File: src/rtl/arbiter_rr_4req.sv
// arbiter_rr_4req: round-robin arbiter for 4 requesters with a bounded hold time per grant
module arbiter_rr_4req #(
    parameter int MAX_HOLD = 8
) (
    input  logic       clk,
    input  logic       rst_n,
    input  logic [3:0] req,
    output logic [3:0] gnt,
    output logic [1:0] gnt_idx,
    output logic       gnt_valid,
    output logic       gnt_new
);
    typedef enum logic {IDLE, GRANT} state_t;
    state_t     state_q, state_d;
    logic [7:0] hold_cnt_q, hold_cnt_d;
    logic [1:0] last_q, last_d, gnt_idx_q, gnt_idx_d, win, cand;
    logic [3:0] gnt_q, gnt_d;
    logic       gnt_valid_q, gnt_valid_d, gnt_new_q, gnt_new_d, found, keep;
    always_comb begin
        found = 1'b0;
        win   = 2'd0;
        cand  = 2'd0;
        for (int k = 1; k <= 4; k++) begin
            cand = last_q + 2'(k);
            if (!found && req[cand]) begin
                found = 1'b1;
                win   = cand;
            end
        end
        keep        = state_q == GRANT && req[gnt_idx_q] && hold_cnt_q < 8'(MAX_HOLD);
        state_d     = keep || found ? GRANT : IDLE;
        hold_cnt_d  = keep ? hold_cnt_q + 8'd1 : {7'd0, found};
        last_d      = !keep && found ? win : last_q;
        gnt_idx_d   = keep ? gnt_idx_q : found ? win : 2'd0;
        gnt_valid_d = keep || found;
        gnt_d       = gnt_valid_d ? 4'b0001 << gnt_idx_d : 4'b0000;
        gnt_new_d   = !keep && found;
    end
    always_ff @(posedge clk or negedge rst_n) begin
        if (!rst_n) begin
            state_q     <= IDLE;
            hold_cnt_q  <= 8'd0;
            last_q      <= 2'd3;
            gnt_idx_q   <= 2'd0;
            gnt_q       <= 4'b0000;
            gnt_valid_q <= 1'b0;
            gnt_new_q   <= 1'b0;
        end else begin
            state_q     <= state_d;
            hold_cnt_q  <= hold_cnt_d;
            last_q      <= last_d;
            gnt_idx_q   <= gnt_idx_d;
            gnt_q       <= gnt_d;
            gnt_valid_q <= gnt_valid_d;
            gnt_new_q   <= gnt_new_d;
        end
    end
    assign gnt       = gnt_q;
    assign gnt_idx   = gnt_idx_q;
    assign gnt_valid = gnt_valid_q;
    assign gnt_new   = gnt_new_q;
endmodule

File: config.mk
export PLATFORM = sky130hd
export DESIGN_NAME = arbiter_rr_4req
export DESIGN_NICKNAME = d
export VERILOG_FILES = /design/src/rtl/arbiter_rr_4req.sv
export SDC_FILE = /design/constraint.sdc
export NUM_CORES = 1
export LEC_CHECK = 0
export CORE_MARGIN = 4
export CORE_UTILIZATION = 49
export CTS_BUF_LIST = sky130_fd_sc_hd__clkbuf_2 sky130_fd_sc_hd__clkbuf_4 sky130_fd_sc_hd__clkbuf_8
export DETAILED_ROUTE_END_ITERATION = 8
export HOLD_SLACK_MARGIN = 0.15
export PLACE_DENSITY_LB_ADDON = 0.25
export SETUP_SLACK_MARGIN = 0.2
export SYNTH_ARGS = -nofsm -noshare
export SYNTH_HDL_FRONTEND = slang
export SYNTH_SLANG_ARGS = --single-unit
File: constraint.sdc
create_clock -name clk -period 1.7 [get_ports clk]
set_input_delay 0.255 -clock clk [delete_from_list [all_inputs] [get_ports clk]]
set_output_delay 0.255 -clock clk [all_outputs]
set_load 0.02 [all_outputs]
# Word-level counts from Yosys, hierarchy flattened
# Index checks and enable logic that the tools add are counted.
[totals] regBits=19 out_inout_bits=8 elab_cells=52
[op_classes] add_sub_neg=4 order_cmp=6 shift=1 n_mux=23 reduce_logical=11
[ops] cell="$lt 2x3->1 const B" count=5
[ops] cell="$mux 2" count=6
[ops] cell="$bmux 1 s2" count=5
[ops] cell="$mux 1" count=10
[ops] cell="$add 8x1->8 const B" count=1
[ops] cell="$lt 8x4->1 const B" count=1
[ops] cell="$mux 8" count=1
[ops] cell="$logic_and 1x1->1" count=6
[ops] cell="$add 2x2->2 const B" count=2
[ops] cell="$logic_not 1->1" count=4
[ops] cell="$mux 4" count=1
[ops] cell="$shl 1x2->4 const A" count=1
[ops] cell="$add 2x1->2 const B" count=1
[ops] cell="$logic_or 1x1->1" count=1

# Logic depth before layout (Yosys ltp)
[depth] word_depth=17 ltp_mapped=6 mapped_depth_nobuf=5

# Worst setup path before layout
# OpenSTA, ideal clock, no wires.
[synth_path] path_kind="reg-to-reg" startpoint="register gnt_idx_q[0] (netlist: gnt_idx[0])" endpoint="register gnt_q[2] (netlist: gnt[2])" arrival_time_ns=1.681 t_required_ns=1.620 setup_slack_ns=-0.061 stages_incl_launch_ff=5 period_less_slack_ns=1.761 cell_sequence="dfrtp_1 > mux4_2 > nand3_4 > mux2_4 > nor3b_2"
[synth_between] elab_chain_cells=7 elab_cells_between_ends=8 cone_classes="1 x shift; 4 x mux; 3 x reduce/logical"
[synth_lines] item="start: declaration" line_no="16" text="logic [1:0] last_q, last_d, gnt_idx_q, gnt_idx_d, win, cand;"
[synth_lines] item="start signal: assignment" line_no="52" text="gnt_idx_q <= gnt_idx_d;"
[synth_lines] item="$bmux 1 s2" line_no="30" text="keep = state_q == GRANT && req[gnt_idx_q] && hold_cnt_q < 8'(MAX_HOLD);"
[synth_lines] item="$mux 1 (not written as such)" line_no="30"
[synth_lines] item="$logic_and 1x1->1 (2 in series)" line_no="30"
[synth_lines] item="$mux 2" line_no="34" text="gnt_idx_d = keep ? gnt_idx_q : found ? win : 2'd0;"
[synth_lines] item="$shl 1x2->4" line_no="36" text="gnt_d = gnt_valid_d ? 4'b0001 << gnt_idx_d : 4'b0000;"
[synth_lines] item="$mux 4 (*)" line_no="36"
[synth_lines] item="named net gnt_d[2]" line_no="17" text="logic [3:0] gnt_q, gnt_d;"
[synth_lines] item="end signal: assignment" line_no="53" text="gnt_q <= gnt_d;"
[synth_lines] item="end: declaration" line_no="17"
# The timed path passes the listed nets; every way through them passes the cells marked *. The select of a mux whose other input is x is not followed.
# A chain may end at the register's enable or synchronous reset.

# Worst setup path after layout
[layout_path] startpoint="register last_q[1]" endpoint="register gnt_q[2] (netlist: gnt[2])"
[layout_between] elab_chain_cells=17 elab_cells_between_ends=30 cone_classes="3 x add/sub; 1 x shift; 19 x mux; 7 x reduce/logical"
[layout_lines] item="start: declaration" line_no="16"
[layout_lines] item="start signal: assignment" line_no="51" text="last_q <= last_d;"
[layout_lines] item="$add 2x1->2" line_no="24" text="cand = last_q + 2'(k);"
[layout_lines] item="$bmux 1 s2" line_no="25" text="if (!found && req[cand]) begin"
[layout_lines] item="$mux 1 (not written as such)" line_no="25"
[layout_lines] item="$mux 1" line_no="25"
[layout_lines] item="$logic_not 1->1" line_no="25"
[layout_lines] item="$logic_and 1x1->1" line_no="25"
[layout_lines] item="$mux 1" line_no="25"
[layout_lines] item="$logic_not 1->1" line_no="25"
[layout_lines] item="$logic_and 1x1->1" line_no="25"
[layout_lines] item="$mux 1" line_no="25"
[layout_lines] item="$logic_not 1->1" line_no="25"
[layout_lines] item="$logic_and 1x1->1" line_no="25"
[layout_lines] item="$mux 2 / $mux 1 (equally long branches)" line_no="25"
[layout_lines] item="$mux 2 (2 in series)" line_no="34"
[layout_lines] item="$shl 1x2->4" line_no="36"
[layout_lines] item="$mux 4 (*)" line_no="36"
[layout_lines] item="named net gnt_d[2]" line_no="17"
# Marks and branches as above.

==> flow_metrics.tcl <==
set metrics [dict create \
    htree_levels 1 \
    synth_area_leaders "dfrtp_1, dfstp_2, nor2_1" \
    initial_core_util 0.515 \
    setup_viol 0 \
    drt_iter0_drc 15 \
    first_pass_iters 4 \
    crit_path_max_incr_delay_ns 0.61 \
    yosysWarnings 0 \
    worstPathRequired_ns 1.93 \
    finalWirelength_um 2090 \
    hold_class "in -> async" \
    hold_violations 0 \
    detail_route.wl_per_cell_um 14.6 \
    antenna_found_initial 0 \
    io_pins 14 \
    synth.top_cell.area_share 0.455 \
    arrival_ns 1.88 \
    synth-edff-count 0 \
    globalRouteOverflowTotal 0 \
    nets 126 \
    grt_pass1_vias 695 \
    fill_cells 117 \
    vdd_ir_drop_max_mv 1.18 \
    cts_sinks 18 \
    dieWidth_um 50.4 \
    total_power_mw 1.75 \
    p_per_area_mw_per_mm2 1340 \
    critPathSlowestCell "dfstp_2" \
    timing.hold.ws_ns 0.270 \
    grt_max_degree 19 \
    cp_cell_sequence "nand2b_4, a21oi_2, a211o_1, mux2_4, nor3b_2" \
    final.min_clock_period_ns 1.65 \
    clock_skew_ns 0.00448 \
    cp-start-kind "register" \
    cts_tree "done" \
    syn_area_sq_um 880 \
    synthTopCellsByCount "dfrtp_1, nor2_1, a21oi_1, nand2_1" \
    critPathLaunch "last_q[1]" \
    syn_area_per_cell_sq_um 11.0 \
    path_max_fanout 7 \
    routed-via-count 715 \
    core_region_area_sq_mm 0.00171 \
    synth_top_cell_by_area "dfrtp_1" \
    maxSlewViolCount 0 \
    dpl_worst_slack_ns -0.228 \
    yosysSeqAreaShare 0.515 \
    yosys_register_bits 18 \
    synthCells 80 \
    cts.clk_slew.worst_paths_ns 0.11 \
    ys.flop_type "dfrtp_1" \
    grt_setup_unrepaired "true" \
    synth_cell_types 35 \
    leakagePower_nw 0.627 \
    hold_buffers 0 \
    port_buffers 13 \
    drc_errors 0 \
    layout_worst_path_cycle_share 0.971 \
    async_flop_share 1.00 \
    dieArea_sq_mm 0.00254 \
    ant_nets 0 \
    crit_path_end_kind "register" \
    final_cells 143 \
    outcome "finished clean" \
    antennaDiodeCount 0 \
    viasPerCell 5.00 \
    worstSkewPairLatency_ns 0.30 \
    worst-path-buf-inv 0 \
    fmax_ghz 0.606 \
    place_hpwl_um 1270 \
    cts_buffers 3 \
    regArea_sq_um 454 \
    syn_to_final_growth_pct 47.7 \
    dp_cells 130 \
    fin_ws_ns 0.0491 \
    routabilityCongestion 0.784 \
    maxCapViolations 0 \
    critPathKind "reg -> reg" \
    gr-usage-all-layers 0.163 \
    row_count 15 \
    clockBufferDepth 2 \
    die_h_um 50.4 \
    r2r_start "last_q[1]" \
    root_buffer "clkbuf_4" \
    grt_pass1_wl_um 3110 \
    cpLargestDelayFamily "flip-flops" \
    multi_input_area_sq_um 463 \
    drive_above_1_share 0.390 \
    yosysMostFrequentCell "dfrtp_1" \
]
## state kept, by name (all words and copies together) (netlist names)
register and count:
hold_cnt_q 8, gnt_valid 1, last_q 2, gnt_idx 2, gnt 4, gnt_new 1
## placed cells by master (no fill, tap or decap), types with 2 or more instances in the layout
cell type	count
a21oi_1	4
buf_4	19
buf_6	2
clkbuf_4	3
clkdlybuf4s50_1	4
conb_1	4
dfrtp_1	15
dfstp_2	2
dlygate4sd2_1	5
dlymetal6s2s_1	4
inv_1	3
nand2_1	4
nand2b_1	3
nand3_1	3
nor2_1	9
nor2b_1	2
xnor2_1	2
## where the power goes
group	leakage (nW)	total, mW	switching, mW	internal (mW)
Clock	0.0210	0.266	0.136	0.131
Sequential	0.213	0.646	0.0992	0.547
Combinational	0.393	0.833	0.383	0.450
## path summary, 6_finish.rpt
check,depth (start not counted),end,slack (ns)
worst max-delay path,5,gnt[2],0.05
worst min-delay path,2,gnt[2],0.27
worst max register to register,5,gnt[2],0.05
worst min register to register,1,hold_cnt_q[0],0.53
max in group asynchronous,2,last_q[1],1.18
min in group clk,1,hold_cnt_q[0],0.53
## kinds of logic after synthesis
group | after synthesis | share of synthesized area
and+or+nand+nor | 34 | 0.253
DFF | 18 | 0.515
AOI/OAI and AO/OA | 12 | 0.0839
buffers and inverters | 7 | 0.0327
muxes | 4 | 0.0668
xor gates and xnor gates | 3 | 0.0299
adders and majority gates | 1 | 0.0142
other | 1 | 0.00426
## cell type report
type / count / share of cell area
Tap cell: 25 / 0.0241
Timing Repair Buffer: 34 / 0.230
Sequential cell: 18 / 0.350
Inverter: 4 / 0.0116
Clock buffer: 4 / 0.0279
Multi-Input combinational cell: 58 / 0.356
## worst reg2reg max path, cell delays in order (launching register included)
cell	delay, ns
dfstp_2	0.61
nand2b_4	0.15
a21oi_2	0.05
a211o_1	0.31
mux2_4	0.29
nor3b_2	0.18
## timing repair
action | 4_1_cts | 5_1_grt
setup buffers | 7 | 2
pin swaps | 5 | 6
resized for setup | 12 | 12
endpoints found under the setup margin | 13 | 14
## metal layers
layer / GRT usage / vias to the layer above / wire length [um]
met5: 0 / - / 0
met4: 0.0404 / 0 / 15
met3: 0.0297 / 2 / 54
met2: 0.276 / 10 / 1130
met1: 0.216 / 354 / 887
li1: - / 349 / -
## per-stage QoR
step	TNS (ns)	util	instance area, sq um
6_report	0	0.760	1300
5_1_grt	-0.00387	0.760	1300
4_1_cts	0	0.725	1240
3_5_place_dp	-1.55	0.662	1130
3_3_place_gp	-1.31	0.662	1130
2_1_floorplan	0	-	893
(Power assumes the default switching activity.)
